==> src/rtl/pll_phase_ctrl_if.sv <==
`default_nettype none
// ============================================================================
// Module   : pll_phase_ctrl_if
// Purpose  : Valid/ready phase-shift request channel into pll_phase_ctrl.
// Revision : 1.0 - initial release
// ============================================================================
interface pll_phase_ctrl_if #(
    parameter int STEPS_W = 8
);
    logic               req_valid_i;
    logic               req_ready_o;
    logic [1:0]         req_sel_i;
    logic               req_dir_i;
    logic [STEPS_W-1:0] req_steps_i;

    modport master (
        output req_valid_i,
        output req_sel_i,
        output req_dir_i,
        output req_steps_i,
        input  req_ready_o
    );

    modport slave (
        input  req_valid_i,
        input  req_sel_i,
        input  req_dir_i,
        input  req_steps_i,
        output req_ready_o
    );
endinterface
`default_nettype wire

==> src/rtl/pll_phase_ctrl.sv <==
`default_nettype none
// ============================================================================
// Module   : pll_phase_ctrl
// Purpose  : PLL lock debounce plus dynamic phase-step sequencer with re-lock
//            timeout, sitting directly downstream of the ECP5 PLL wrapper.
// Revision : 1.0 - initial release
// ============================================================================
module pll_phase_ctrl #(
    parameter int STEP_HIGH_CYCLES    = 4,
    parameter int STEP_GAP_CYCLES     = 4,
    parameter int LOCK_STABLE_CYCLES  = 1024,
    parameter int LOCK_TIMEOUT_CYCLES = 65535,
    parameter int STEPS_W             = 8
) (
    input  wire         clk_i,
    input  wire         reset_n_i,
    input  wire         pll_locked_i,
    pll_phase_ctrl_if.slave req,
    output logic [1:0]  phasesel_o,
    output logic        phasedir_o,
    output logic        phasestep_o,
    output logic        phaseloadreg_o,
    output logic        busy_o,
    output logic        done_o,
    output logic        error_o,
    output logic        locked_sync_o,
    output logic        clk_ready_o
);

    localparam int c_MAX_A   = (STEP_HIGH_CYCLES > STEP_GAP_CYCLES) ? STEP_HIGH_CYCLES : STEP_GAP_CYCLES;
    localparam int c_MAX_B   = (LOCK_STABLE_CYCLES > LOCK_TIMEOUT_CYCLES) ? LOCK_STABLE_CYCLES : LOCK_TIMEOUT_CYCLES;
    localparam int c_MAX     = (c_MAX_A > c_MAX_B) ? c_MAX_A : c_MAX_B;
    localparam int c_CNT_W   = $clog2(c_MAX) + 1;

    localparam logic [c_CNT_W-1:0] c_HI_LAST  = c_CNT_W'(STEP_HIGH_CYCLES - 1);
    localparam logic [c_CNT_W-1:0] c_GAP_LAST = c_CNT_W'(STEP_GAP_CYCLES - 1);
    localparam logic [c_CNT_W-1:0] c_TMO_LAST = c_CNT_W'(LOCK_TIMEOUT_CYCLES - 1);
    localparam logic [c_CNT_W-1:0] c_STABLE   = c_CNT_W'(LOCK_STABLE_CYCLES);
    localparam logic [c_CNT_W-1:0] c_CNT_ONE  = c_CNT_W'(1);
    localparam logic [STEPS_W-1:0] c_STEP_ONE = STEPS_W'(1);

    typedef enum logic [2:0] {
        S_IDLE      = 3'd0,
        S_SETUP     = 3'd1,
        S_STEP_HI   = 3'd2,
        S_STEP_LO   = 3'd3,
        S_WAIT_LOCK = 3'd4,
        S_DONE      = 3'd5
    } state_t;

    state_t               r_state;
    state_t               w_next_state;
    logic                 w_timeout;
    logic                 w_xfer;
    logic                 w_counting;
    logic [c_CNT_W-1:0]   r_cnt;
    logic [c_CNT_W-1:0]   r_stab_cnt;
    logic [STEPS_W-1:0]   r_steps_left;
    logic [1:0]           r_sel;
    logic                 r_dir;
    logic                 r_step;
    logic                 r_done;
    logic                 r_error;
    logic                 r_timed_out;
    logic                 r_sync1;
    logic                 r_sync2;

    assign req.req_ready_o = (r_state == S_IDLE);
    assign w_xfer          = req.req_valid_i && (r_state == S_IDLE);
    assign w_counting      = (r_state == S_SETUP) || (r_state == S_STEP_HI) ||
                             (r_state == S_STEP_LO) || (r_state == S_WAIT_LOCK);

    assign phasesel_o     = r_sel;
    assign phasedir_o     = r_dir;
    assign phasestep_o    = r_step;
    assign phaseloadreg_o = 1'b0;
    assign busy_o         = (r_state != S_IDLE);
    assign done_o         = r_done;
    assign error_o        = r_error;
    assign locked_sync_o  = r_sync2;
    assign clk_ready_o    = (r_stab_cnt == c_STABLE);

    // Lock synchronizer and saturating stability counter, independent of the FSM
    always_ff @(posedge clk_i or negedge reset_n_i) begin
        if (!reset_n_i) begin
            r_sync1    <= 1'b0;
            r_sync2    <= 1'b0;
            r_stab_cnt <= '0;
        end else begin
            r_sync1 <= pll_locked_i;
            r_sync2 <= r_sync1;
            if (!r_sync2) begin
                r_stab_cnt <= '0;
            end else if (r_stab_cnt != c_STABLE) begin
                r_stab_cnt <= r_stab_cnt + c_CNT_ONE;
            end
        end
    end

    always_comb begin
        w_next_state = r_state;
        w_timeout    = 1'b0;
        case (r_state)
            S_IDLE: begin
                if (w_xfer) begin
                    w_next_state = (req.req_steps_i == '0) ? S_DONE : S_SETUP;
                end
            end
            S_SETUP: begin
                if (r_cnt == c_GAP_LAST) w_next_state = S_STEP_HI;
            end
            S_STEP_HI: begin
                if (r_cnt == c_HI_LAST) w_next_state = S_STEP_LO;
            end
            S_STEP_LO: begin
                if (r_cnt == c_GAP_LAST) begin
                    w_next_state = (r_steps_left != '0) ? S_STEP_HI : S_WAIT_LOCK;
                end
            end
            S_WAIT_LOCK: begin
                if (clk_ready_o) begin
                    w_next_state = S_DONE;
                end else if (r_cnt == c_TMO_LAST) begin
                    w_next_state = S_DONE;
                    w_timeout    = 1'b1;
                end
            end
            S_DONE:  w_next_state = S_IDLE;
            default: w_next_state = S_IDLE;
        endcase
    end

    always_ff @(posedge clk_i or negedge reset_n_i) begin
        if (!reset_n_i) begin
            r_state      <= S_IDLE;
            r_cnt        <= '0;
            r_steps_left <= '0;
            r_sel        <= 2'd0;
            r_dir        <= 1'b0;
            r_step       <= 1'b0;
            r_done       <= 1'b0;
            r_error      <= 1'b0;
            r_timed_out  <= 1'b0;
        end else begin
            r_state <= w_next_state;

            // One counter serves every timed state; it restarts on each state change
            if (w_next_state != r_state) begin
                r_cnt <= '0;
            end else if (w_counting) begin
                r_cnt <= r_cnt + c_CNT_ONE;
            end

            if (w_xfer) begin
                r_steps_left <= req.req_steps_i;
                r_sel        <= req.req_sel_i;
                r_dir        <= req.req_dir_i;
            end else if ((r_state == S_STEP_HI) && (w_next_state == S_STEP_LO)) begin
                r_steps_left <= r_steps_left - c_STEP_ONE;
            end

            if (w_xfer) begin
                r_timed_out <= 1'b0;
            end else if (w_timeout) begin
                r_timed_out <= 1'b1;
            end

            // Error rises together with done and stays until the next transfer
            if (w_xfer) begin
                r_error <= 1'b0;
            end else if ((r_state == S_DONE) && r_timed_out) begin
                r_error <= 1'b1;
            end

            r_step <= (r_state == S_STEP_HI);
            r_done <= (r_state == S_DONE);
        end
    end

endmodule
`default_nettype wire

==> src/flat_wrapper.sv <==
// flat-port wrapper written by rule: the top's interface ports become plain ports
module pll_phase_ctrl_flat 
#(
    parameter int STEP_HIGH_CYCLES    = 4,
    parameter int STEP_GAP_CYCLES     = 4,
    parameter int LOCK_STABLE_CYCLES  = 1024,
    parameter int LOCK_TIMEOUT_CYCLES = 65535,
    parameter int STEPS_W             = 8
)
  (clk_i, reset_n_i, pll_locked_i, phasesel_o, phasedir_o, phasestep_o, phaseloadreg_o, busy_o, done_o, error_o, locked_sync_o, clk_ready_o, req_req_valid_i, req_req_sel_i, req_req_dir_i, req_req_steps_i, req_req_ready_o);
  pll_phase_ctrl_if #(.STEPS_W(STEPS_W)) req_i ();
  input  wire clk_i;
  input  wire reset_n_i;
  input  wire pll_locked_i;
  output logic [1:0] phasesel_o;
  output logic phasedir_o;
  output logic phasestep_o;
  output logic phaseloadreg_o;
  output logic busy_o;
  output logic done_o;
  output logic error_o;
  output logic locked_sync_o;
  output logic clk_ready_o;
  input wire logic [$bits(req_i.req_valid_i)-1:0] req_req_valid_i;
  input wire logic [$bits(req_i.req_sel_i)-1:0] req_req_sel_i;
  input wire logic [$bits(req_i.req_dir_i)-1:0] req_req_dir_i;
  input wire logic [$bits(req_i.req_steps_i)-1:0] req_req_steps_i;
  output wire logic [$bits(req_i.req_ready_o)-1:0] req_req_ready_o;
  assign req_i.req_valid_i = req_req_valid_i;
  assign req_i.req_sel_i = req_req_sel_i;
  assign req_i.req_dir_i = req_req_dir_i;
  assign req_i.req_steps_i = req_req_steps_i;
  assign req_req_ready_o = req_i.req_ready_o;
  pll_phase_ctrl #(.STEP_HIGH_CYCLES(STEP_HIGH_CYCLES), .STEP_GAP_CYCLES(STEP_GAP_CYCLES), .LOCK_STABLE_CYCLES(LOCK_STABLE_CYCLES), .LOCK_TIMEOUT_CYCLES(LOCK_TIMEOUT_CYCLES), .STEPS_W(STEPS_W)) u_core (.clk_i(clk_i), .reset_n_i(reset_n_i), .pll_locked_i(pll_locked_i), .req(req_i), .phasesel_o(phasesel_o), .phasedir_o(phasedir_o), .phasestep_o(phasestep_o), .phaseloadreg_o(phaseloadreg_o), .busy_o(busy_o), .done_o(done_o), .error_o(error_o), .locked_sync_o(locked_sync_o), .clk_ready_o(clk_ready_o));
endmodule
==> config.mk <==
export PLATFORM = sky130hd
export DESIGN_NAME = pll_phase_ctrl_flat
export DESIGN_NICKNAME = d
export VERILOG_FILES = /design/src/rtl/pll_phase_ctrl_if.sv /design/src/rtl/pll_phase_ctrl.sv /design/src/flat_wrapper.sv
export SDC_FILE = /design/constraint.sdc
export NUM_CORES = 1
export LEC_CHECK = 0
export BUFFER_PORTS_ARGS = -buffer_cell sky130_fd_sc_hd__buf_2
export CAP_MARGIN = 25
export CORE_MARGIN = 3
export CORE_UTILIZATION = 40
export CTS_CLUSTER_SIZE = 14
export DETAILED_ROUTE_END_ITERATION = 8
export GPL_ROUTABILITY_DRIVEN = 0
export GPL_TIMING_DRIVEN = 1
export SYNTH_ARGS = -nofsm -noshare
export SYNTH_HDL_FRONTEND = slang
export SYNTH_SLANG_ARGS = --single-unit
==> constraint.sdc <==
create_clock -name clk_i -period 1.9 [get_ports clk_i]
set_input_delay 0.19 -clock clk_i [delete_from_list [all_inputs] [get_ports clk_i]]
set_output_delay 0.19 -clock clk_i [all_outputs]
set_load 0.05 [all_outputs]
# Yosys cells after proc, flatten, opt, wreduce, memory -nomap -nowiden

Cells that the tools add are included.

$add $sub $neg: 3
Equality and inequality tests: 12
Muxes and demuxes: 22
Reduce and logical (&&, ||, !) cells: 14

Operator list:

| cell                    | number |
|---|---|
| $mux W17                | 4 |
| $add A17 B1 Y17 const B | 2 |
| $mux W3                 | 8 |
| $eq A17 B11 Y1 const B  | 1 |
| $eq A17 B16 Y1 const B  | 1 |
| $eq A17 B2 Y1 const B   | 1 |
| $ne A17 B11 Y1 const B  | 1 |
| $mux W8                 | 2 |
| $pmux W3 S5             | 1 |
| $eq A3 B2 Y1 const B    | 3 |
| $logic_not A8 Y1        | 1 |
| $reduce_bool A2 Y1      | 4 |
| $reduce_bool A8 Y1      | 1 |
| $sub A8 B1 Y8 const B   | 1 |
| $mux W1                 | 7 |
| $eq A3 B3 Y1 const B    | 2 |
| $eq A3 B1 Y1 const B    | 1 |
| $logic_and A1 B1 Y1     | 3 |
| $logic_not A3 Y1        | 1 |
| $logic_or A1 B1 Y1      | 3 |
| $ne A3 B3 Y1            | 1 |
| $reduce_bool A3 Y1      | 1 |
| $ne A2 B2 Y1 const B    | 1 |

Register bits after elaboration: 54
Output and inout port bits: 11
Word-level logic and storage cells: 63

# Depth between registers and ports, before layout

Gate-level depths: netlist of run 1.

Depth after elaboration: 8
Depth in mapped cells: 9

# Worst setup path after synthesis of run 1

Ideal clock, no wire load.

Path type: flip-flop to flip-flop
From: reg u_core.r_state[0]
To: reg u_core.r_steps_left[0]
Library setup time: 83 ps
Arrival: 2,223 ps
Data required time: 1,817 ps
Setup slack: -405 ps
Stages on the path, launching flop included: 9
Path buffers: 3
Cells stage by stage: dfrtp_1 > buf_2 > or3_1 > inv_1 > and2_1 > clkbuf_1 > buf_2 > nand2_1 > o21ai_0

Cells in the longest elaborated chain, start to end: 7
Elaborated cells on any way between the ends: 17
Classes of those cells: 5 x eq/ne; 8 x mux; 4 x reduce/logical

RTL lines:

| item                         | line                  | source |
|---|---|---|
| from (decl)                  | pll_phase_ctrl.sv:51  | `state_t r_state;` |
| from (signal assigned)       | pll_phase_ctrl.sv:145 | `r_state <= w_next_state;` |
| $logic_not A3 Y1 (*)         | n/a                   |  |
| named net req_req_ready_o    | flat_wrapper.sv:28    | `output wire logic [$bits(req_i.req_ready_o)-1:0] req_req_ready_o;` |
| $logic_and A1 B1 Y1          | pll_phase_ctrl.sv:69  | `assign w_xfer = req.req_valid_i && (r_state == S_IDLE);` |
| $mux W3                      | pll_phase_ctrl.sv:105 | `if (w_xfer) begin` |
| $pmux W3 S5                  | pll_phase_ctrl.sv:103 | `case (r_state)` |
| $eq A3 B2 Y1                 | pll_phase_ctrl.sv:158 | `end else if ((r_state == S_STEP_HI) && (w_next_state == S_STEP_LO)) begin` |
| $logic_and A1 B1 Y1          | pll_phase_ctrl.sv:158 |  |
| $reduce_bool A2 Y1 (no line) | n/a                   |  |
| to (signal assigned)         | pll_phase_ctrl.sv:155 | `r_steps_left <= req.req_steps_i;` |
| to (signal assigned)         | pll_phase_ctrl.sv:159 | `r_steps_left <= r_steps_left - c_STEP_ONE;` |
| to (decl)                    | pll_phase_ctrl.sv:58  | `logic [STEPS_W-1:0] r_steps_left;` |

The timed path passes the listed nets; every way through them passes the cells marked *.
A chain may end at the register's enable or synchronous reset.

# Worst setup path in the final report of run 1

From: reg u_core.r_state[1]
To: reg u_core.r_cnt[1]

Cells in the longest elaborated chain, start to end: 6
Elaborated cells on any way between the ends: 19
Classes of those cells: 5 x eq/ne; 8 x mux; 6 x reduce/logical

RTL lines:

| item                                           | line                                        | source |
|---|---|---|
| $logic_not A3 Y1                               | pll_phase_ctrl.sv:69, pll_phase_ctrl.sv:103 |  |
| $logic_and A1 B1 Y1                            | pll_phase_ctrl.sv:69                        |  |
| $mux W3                                        | pll_phase_ctrl.sv:105                       |  |
| $pmux W3 S5                                    | pll_phase_ctrl.sv:103                       |  |
| $ne A3 B3 Y1                                   | pll_phase_ctrl.sv:148                       | `if (w_next_state != r_state) begin` |
| $mux W17 or $reduce_bool A2 Y1 (tied branches) | n/a                                         |  |
| to (signal assigned)                           | pll_phase_ctrl.sv:151                       | `r_cnt <= r_cnt + c_CNT_ONE;` |
| to (decl)                                      | pll_phase_ctrl.sv:56                        | `logic [c_CNT_W-1:0] r_cnt;` |

Several ways; a longest one is shown, not always the timed one.

==> results of run 1 <==
[metal layers]
metal	routed length (um)	global-route usage (%)	vias to the layer above
li1	-	-	1111
met1	2870	20.3	1026
met2	2640	25.0	34
met3	209	3.08	6
met4	65	4.52	0
met5	0	0	-
[report_power, final]
| group | switching [W] | leakage [nW] | total (W) | internal (W) |
|---|---|---|---|---|
| clock | 0.000382 | 0.0585 | 0.000777 | 0.000395 |
| combinational | 0.000835 | 0.830 | 0.00138 | 0.000547 |
| sequential | 0.000163 | 0.715 | 0.00151 | 0.00135 |
| total | 0.00138 | 1.60 | 0.00367 | 0.00229 |
[layout make-up]
cell class / instances / share of cell area (%)
Sequential cell: 54 / 38.8
Inverter: 9 / 1.15
Multi-Input combinational cell: 216 / 41.9
Clock inverter: 3 / 1.26
Tap cell: 96 / 3.45
Clock buffer: 5 / 1.98
Timing Repair Buffer: 57 / 11.5
[logic make-up (layout without fill, tap and decap cells)]
kind of cell	count (synthesis)	after routing	synth area share, %
AOI/OAI and AO/OA	31	31	7.03
xor gates and xnor gates	33	33	10.0
adders and majority gates	5	5	2.17
buffers and inverters	23	74	4.43
DFF	54	54	46.9
muxes	2	2	0.738
other	1	1	0.130
and+or+nand+nor	144	144	28.6
[sequential cells by signal (all words and copies together), names as in the netlist, 2 cells and up]
signal / cells
u_core.phasesel_o: 2
u_core.r_steps_left: 8
u_core.r_state: 3
u_core.r_stab_cnt: 17
u_core.r_cnt: 17
[layout by cell type (no fill, tap or decap), types with 11 or more instances in the layout]
cell / instances
sky130_fd_sc_hd__nor2_1: 17
sky130_fd_sc_hd__nand2_1: 31
sky130_fd_sc_hd__buf_2: 23
sky130_fd_sc_hd__and2_1: 12
sky130_fd_sc_hd__buf_4: 29
sky130_fd_sc_hd__nand3_1: 17
sky130_fd_sc_hd__o21ai_0: 12
sky130_fd_sc_hd__nand4_1: 11
sky130_fd_sc_hd__dfrtp_1: 54
sky130_fd_sc_hd__xor2_1: 23
[metrics by stage]
| step | total power (W) | utilization [%] |
|---|---|---|
| floorplan | 0.00256 | - |
| global placement | 0.00290 | 47.6 |
| detailed placement | 0.00291 | 47.6 |
| CTS | 0.00371 | 49.9 |
| global route | 0.00392 | 50.4 |
| finish | 0.00367 | 50.4 |
[tightest hold or removal path, stage by stage]
cell                      delay [ns]
sky130_fd_sc_hd__buf_2          0.07
sky130_fd_sc_hd__nand2_1        0.04
sky130_fd_sc_hd__nand2_1        0.05
[worst max-delay path by stage]
| stage | to | slack (ns) | start | depth (start not counted) |
|---|---|---|---|---|
| finish | u_core.r_cnt[1]$_DFFE_PN0P_ | 0.05 | u_core.r_state[1]$_DFF_PN0_ | 6 |
| global route | clk_ready_o | -0.07 | u_core.r_stab_cnt[1]$_DFFE_PN0P_ | 7 |
| detailed placement | u_core.r_cnt[1]$_DFFE_PN0P_ | -0.02 | u_core.r_cnt[1]$_DFFE_PN0P_ | 7 |
| floorplan | u_core.r_cnt[12]$_DFFE_PN0P_ | -0.15 | u_core.r_stab_cnt[0]$_DFFE_PN0P_ | 9 |
| CTS | clk_ready_o | -0.02 | u_core.r_stab_cnt[0]$_DFFE_PN0P_ | 7 |
| global placement | u_core.r_cnt[1]$_DFFE_PN0P_ | 0.02 | u_core.r_stab_cnt[0]$_DFFE_PN0P_ | 9 |
[what timing repair did]
action | CTS | global route
hold buffers | 2 | 0
endpoints found under the hold margin | 21 | 0
pin swaps | 1 | 1
endpoints found under the setup margin | 2 | 20
resized for setup | 8 | 5
setup buffers | 0 | 2
==> results.txt, run 1 <==
----------------------------------------------------
[Yosys]
  Most common cell in the netlist ... sky130_fd_sc_hd__dfrtp_1
  Commonest cells in the synthesized netlist ... sky130_fd_sc_hd__dfrtp_1, sky130_fd_sc_hd__nand2_1, sky130_fd_sc_hd__xor2_1, sky130_fd_sc_hd__nand3_1, sky130_fd_sc_hd__nor2_1
  Number of synthesis warnings ... 0
  Sequential cell area fraction in the yosys report ... between 40% and 50%
  Yosys top cell by area ... sky130_fd_sc_hd__dfrtp_1
  Number of storage elements in the synthesis netlist ... between 50 and 60
  Area of the mapped netlist ... just under 0.003 mm2
  Number of distinct library cells after synthesis ... between 40 and 50
  Net Count, Synth ... about 310
  Prevailing post-synth register cell ... sky130_fd_sc_hd__dfrtp_1
  Area contributors post-synth ... sky130_fd_sc_hd__dfrtp_1, sky130_fd_sc_hd__xor2_1, sky130_fd_sc_hd__nand2_1
  Area share of the leading cell type in the synthesized netlist ... about 47%
  Mean cell area of the mapped netlist ... between 9 and 10 um2
  Asr flop ratio synth ... between 90% and 100%
  Number of instances in the synthesized netlist ... slightly below 300
  Post-synth EDFFs ... 0

[Timing]
  Slew margin rel. ... ~66%
  Final critical delay including setup and external delays ... 1.85 ns
  Maximum achievable frequency ... between 500 and 600 MHz
  Clock Skew ... about 0.0066 ns
  Number of failing setup endpoints in the final timing report ... 0
  Fin. Hold Viols ... 0
  Tcrit/Tclk final ... 97.1%
  Total negative slack ... 0 ns
  Setup repair after global routing missed its margin ... yes
  Final worst slack ... between 0.05 and 0.06 ns
  Pins Over Slew Limit ... 0
  Hold_ws ... ~0.066 ns
  Worst-Margin Slew ... between 0.5 and 0.6 ns

[Worst setup path]
  Family of cells with the greatest summed delay on the critical path ... simple AND/OR/NAND/NOR gates
  Category of the worst setup path capture point ... flop
  Minimum setup slack among reg-to-reg paths ... approximately 0.054 ns
  Number of cells traversed by the worst register-to-register path ... 6
  Delay contributed by the slowest stage of the critical path ... approximately 0.52 ns
  CP Cell Sequence ... or4b_4, nor4_4, o21ai_2, o311ai_4, buf_12, a211oi_1
  Worst path slowest cell ... sky130_fd_sc_hd__or4b_4
  Largest driver fanout on the critical path ... 17
  WP buf/inv ... 1
  Reg-to-reg endpoint ... u_core.r_cnt[1]$_DFFE_PN0P_
  CP Launch Type ... flop
  Data arrival time at the worst-slack endpoint ... ~2.0 ns
  Startpoint-to-endpoint class of the critical path ... flop to flop
  Beginning of the worst register-to-register path ... u_core.r_state[1]$_DFF_PN0_
  Worst endpoint required time ... ~2.1 ns

[Clock network]
  CTS clock-pin slew for the worst setup and hold paths ... 0.10 ns
  Root buffer cell ... sky130_fd_sc_hd__clkbuf_8
  Clock tree from TritonCTS ... built
  H-Tree Level Count ... 2
  Inserted Clock Buffers ... 5
  Longest Clk Path Bufs ... 2
  Clock insertion delay at the later pin of the skew report ... a little over 0.3 ns
  Number of sinks handled by clock tree synthesis ... between 50 and 60

[Global route]
  Wire length of the first global-routing pass ... between 10 and 15 mm
  Maximum number of pins on one net before global-route repair ... 23
  Remaining global-route overflow ... 0
  Number of antenna violations at the first check in global routing ... 0
  Number of global-route vias before repair ... about 2.2k
  Overall fraction of global-route tracks in use ... 15.2%

[Layout]
  Area added between synthesis and finish ... 20.9%
  Non-filler instance count after layout ... 440
  Area of combinational cells with multiple inputs ... 0.00146 mm2
  Number of nets in the finished design ... between 300 and 400
  Design area ... about 0.0035 mm2
  Storage cell area ... between 0.001 and 0.0015 mm2
  Fraction of layout cells with a size suffix above 1 ... approximately a quarter
  Fill cell count ... a little under 700
  Antenna cell count ... 0

[Hold path]
  Min-Delay Startpoint ... req_req_sel_i[0]
  Hold path endpoint ... u_core.phasesel_o[0]$_DFFE_PN0P_
  Class of the tightest hold or removal check ... primary input to flop
  Worst hold path cell count ... 3

[Drt]
  Total routed wirelength ... between 5 and 6 mm
  Iter 0 DRT Violations ... 91
  Vias post-DR ... roughly 2.2k
  Routed wire length per instance ... approximately 13 um
  Iteration count of the initial detailed-routing pass ... 4
  Remaining routing DRC violations ... 0
  Antenna Violating Nets Remaining ... 0
  Via-to-Cell Ratio ... just under 5

[Place]
  Placement-stage cell area ... roughly 0.0033 mm2
  Post-place setup slack ... -0.0179 ns
  Number of port buffers ... 24
  Total half-perimeter wirelength after legalization and detailed placement ... approximately 4.2 mm
  Number of placed cells counting well taps ... 428

[Floorplanning]
  Count of pins on the block boundary ... 26
  Horizontal die dimension ... between 90 and 100 um
  Core ar. ... slightly below 0.007 mm2
  Starting density of the core ... between 40% and 50%
  Chip height ... approximately 90 um
  Die footprint ... slightly above 0.008 mm2
  Count of standard-cell rows ... 30

[Power and ir drop]
  Maximum vdd ir drop ... between 0.5 and 0.6 mV
  Standby leakage power ... between 1.5 and 2 nW
  P per Cell Area ... about 1100 mW/mm2

[Status]
  Run status ... complete, no violations

[Job]
  Number of maximum-capacitance constraint violations ... 0

----------------------------------------------------
Power figures use the tool's default switching activity.
==> run 2, diff against run 1 <==
--- a/config.mk
+++ b/config.mk
@@ -12,7 +12,8 @@
 export CTS_CLUSTER_SIZE = 14
 export DETAILED_ROUTE_END_ITERATION = 8
 export GPL_ROUTABILITY_DRIVEN = 0
-export GPL_TIMING_DRIVEN = 1
+export GPL_TIMING_DRIVEN = 0
+export HOLD_SLACK_MARGIN = 0.12
 export SYNTH_ARGS = -nofsm -noshare
 export SYNTH_HDL_FRONTEND = slang
 export SYNTH_SLANG_ARGS = --single-unit
==> results.txt, run 2 (synthesis gave the netlist of run 1 again) <==
----------------------------------------------------
[Global route]
  Wire length of the first global-routing pass ... 10.2 mm (was 10.3 mm)
  Number of antenna violations at the first check in global routing ... 0 (unchanged)
  Remaining global-route overflow ... 0 (unchanged)
  Number of global-route vias before repair ... 2,145 (was 2,167)
  Overall fraction of global-route tracks in use ... 15.2% (about the same)
  Maximum number of pins on one net before global-route repair ... 35 (was 23)

[Worst setup path]
  Reg-to-reg endpoint ... u_core.r_cnt[14]$_DFFE_PN0P_ (was u_core.r_cnt[1]$_DFFE_PN0P_)
  Startpoint-to-endpoint class of the critical path ... flop to flop (unchanged)
  Largest driver fanout on the critical path ... 5 (was 17)
  Number of cells traversed by the worst register-to-register path ... 8 (was 6)
  Worst endpoint required time ... 2.10 ns (was 2.09 ns)
  Data arrival time at the worst-slack endpoint ... 2.12 ns (was 2.04 ns)
  Endpoint of the worst setup timing path ... u_core.r_cnt[14]$_DFFE_PN0P_ (was u_core.r_cnt[1]$_DFFE_PN0P_)
  CP Launch Type ... flop (unchanged)
  Beginning of the worst register-to-register path ... u_core.r_state[1]$_DFF_PN0_ (unchanged)
  Minimum setup slack among reg-to-reg paths ... -0.02 ns (was 0.05 ns)
  First element of the critical path ... u_core.r_state[1]$_DFF_PN0_ (unchanged)
  Category of the worst setup path capture point ... flop (unchanged)

[Job]
  Number of maximum-capacitance constraint violations ... 0 (unchanged)

[Place]
  Post-place setup slack ... -0.330 ns (was -0.0179 ns)
  Number of placed cells counting well taps ... 414 (was 428)
  Placement-stage cell area ... 0.00317 mm2 (was 0.00329 mm2)
  Number of port buffers ... 24 (unchanged)
  Total half-perimeter wirelength after legalization and detailed placement ... 4.01 mm (was 4.20 mm)

[Floorplanning]
  Die footprint ... 0.00826 mm2 (unchanged)
  Count of standard-cell rows ... 30 (unchanged)
  Starting density of the core ... 41.7% (unchanged)
  Core ar. ... 0.00691 mm2 (unchanged)
  Horizontal die dimension ... 90.9 um (unchanged)
  Chip height ... 90.9 um (unchanged)
  Count of pins on the block boundary ... 26 (unchanged)

[Layout]
  Antenna cell count ... 0 (unchanged)
  Fraction of layout cells with a size suffix above 1 ... 27.6% (was 26.2%)
  Commonest cells after routing, fill and taps aside ... sky130_fd_sc_hd__dfrtp_1, sky130_fd_sc_hd__nand2_1, sky130_fd_sc_hd__buf_2 (was sky130_fd_sc_hd__dfrtp_1, sky130_fd_sc_hd__nand2_1, sky130_fd_sc_hd__buf_4)
  Fill cell count ... 667 (was 689)
  Most common library cell in the layout ignoring fill and taps ... sky130_fd_sc_hd__dfrtp_1 (unchanged)
  Design area ... 0.00368 mm2 (was 0.00348 mm2)
  Area added between synthesis and finish ... 27.8% (was 20.9%)
  Area of combinational cells with multiple inputs ... 0.00151 mm2 (was 0.00146 mm2)
  Number of nets in the finished design ... 374 (was 363)
  Non-filler instance count after layout ... 451 (was 440)
  Storage cell area ... 0.00136 mm2 (was 0.00135 mm2)
  Core Util, Final ... 53.3% (was 50.4%)
  Regs by FF count ... u_core.r_cnt x17, u_core.r_stab_cnt x17, u_core.r_steps_left x8 (unchanged)

[Hold path]
  Class of the tightest hold or removal check ... primary input to flop (unchanged)

[Clock network]
  Longest Clk Path Bufs ... 2 (unchanged)
  Inserted Clock Buffers ... 5 (unchanged)
  CTS clock-pin slew for the worst setup and hold paths ... 0.10 ns (about the same)
  Clock insertion delay at the later pin of the skew report ... 0.31 ns (about the same)
  Root buffer cell ... sky130_fd_sc_hd__clkbuf_8 (unchanged)
  Clock tree from TritonCTS ... built (unchanged)
  Number of sinks handled by clock tree synthesis ... 54 (unchanged)
  H-Tree Level Count ... 2 (unchanged)

[Drt]
  Antenna Violating Nets Remaining ... 0 (unchanged)
  Remaining routing DRC violations ... 0 (unchanged)
  Total routed wirelength ... 6.13 mm (was 5.78 mm)
  Iteration count of the initial detailed-routing pass ... 4 (unchanged)
  Iter 0 DRT Violations ... 44 (was 91)
  Vias post-DR ... 2,248 (was 2,177)
  Via-to-Cell Ratio ... 4.98 (was 4.95)
  Routed wire length per instance ... 13.6 um (was 13.1 um)

[Timing]
  Setup repair after global routing missed its margin ... yes (unchanged)
  Tcrit/Tclk final ... 101% (was 97.1%)
  Final worst slack ... -0.0165 ns (was 0.0542 ns)
  Final critical delay including setup and external delays ... 1.92 ns (was 1.85 ns)
  Slew margin rel. ... 65.1% (was 65.7%)
  Pins Over Slew Limit ... 0 (unchanged)
  Clock Skew ... 0.0118 ns (was 0.00656 ns)
  Maximum achievable frequency ... 522 MHz (was 542 MHz)
  Worst-Margin Slew ... 0.523 ns (was 0.514 ns)
  Fin. Hold Viols ... 0 (unchanged)
  Number of failing setup endpoints in the final timing report ... 15 (was 0)

[Status]
  Run status ... finished with violations (was complete, no violations)
  Violations in the final reports ... negative setup slack

[Power and ir drop]
  P per Cell Area ... 1090 mW/mm2 (was 1050 mW/mm2)
  Standby leakage power ... 1.65 nW (was 1.60 nW)
  Maximum vdd ir drop ... 0.571 mV (was 0.525 mV)

----------------------------------------------------
==> run 2: changes by cell type in the layout (fill, tap and decap cells not counted), sizes merged <==
| cell | previous run | this run |
|---|---|---|
| dlygate4sd3 | 2 | 11 |
| clkbuf | 5 | 8 |
| clkinv | 1 | 0 |
| clkinvlp | 1 | 2 |
| inv | 9 | 8 |
==> run 2: final cells by class <==
class	instances	area share, %
Multi-Input combinational cell	216	41.0
Sequential cell	54	36.8
Timing Repair Buffer	58	12.6
Tap cell	96	3.26
Buffer	10	2.28
Clock buffer	6	1.97
Inverter	9	1.09
Clock inverter	2	1.02
==> run 2: what timing repair did <==
item	4_1_cts	5_1_grt
setup endpoints to repair	25	36
gates cloned	1	0
endpoints found under the hold margin	30	0
hold buffers	11	0
gates resized for setup	12	22
pin swaps	13	9
buffers inserted	11	10
==> run 2: worst min-delay path by stage <==
stage / from / endpoint / slack, ns / cells after the start
floorplan: reset_n_i / u_core.done_o$_DFF_PN0_ / -0.11 / 0
global placement: pll_locked_i / u_core.r_sync1$_DFF_PN0_ / 0.30 / 1
detailed placement: reset_n_i / u_core.r_stab_cnt[11]$_DFFE_PN0P_ / 0.19 / 1
CTS: req_req_steps_i[3] / u_core.r_steps_left[3]$_DFFE_PN0P_ / 0.16 / 3
global route: req_req_steps_i[3] / u_core.r_steps_left[3]$_DFFE_PN0P_ / 0.17 / 3
finish: req_req_steps_i[3] / u_core.r_steps_left[3]$_DFFE_PN0P_ / 0.17 / 3
==> run 2: where the power goes <==
group          internal (W)  switching [W]  total [W]
Clock              0.000394       0.000382   0.000776
Sequential          0.00135       0.000153    0.00150
Combinational      0.000776       0.000948    0.00172
==> run 2: through the flow <==
step	TNS [ns]	hold WS, ns	total power, W
after floorplan	-1.63	-0.106	0.00256
after global placement	-5.66	0.301	0.00286
final	-0.129	0.173	0.00400
after global routing	-2.01	0.169	0.00427
after detailed placement	-5.48	0.194	0.00289
after CTS	-0.296	0.160	0.00397
==> run 2: per-layer routing <==
layer | up-vias | GRT usage, % | part of all wire [%]
met1 | 1076 | 21.1 | 48
met2 | 36 | 23.8 | 47
met3 | 4 | 2.92 | 3.1
met4 | 0 | 5.28 | 1.1
li1 | 1132 | - | -
met5 | - | 0 | 0
==> run 2: critical path, cell delays in order, from the launching register on <==
cell,delay (ns)
sky130_fd_sc_hd__dfrtp_1,0.38
sky130_fd_sc_hd__buf_6,0.12
sky130_fd_sc_hd__or4b_4,0.55
sky130_fd_sc_hd__nor4_4,0.23
sky130_fd_sc_hd__o21ai_2,0.12
sky130_fd_sc_hd__o311ai_4,0.08
sky130_fd_sc_hd__buf_12,0.17
sky130_fd_sc_hd__buf_12,0.12
sky130_fd_sc_hd__nor2_2,0.04
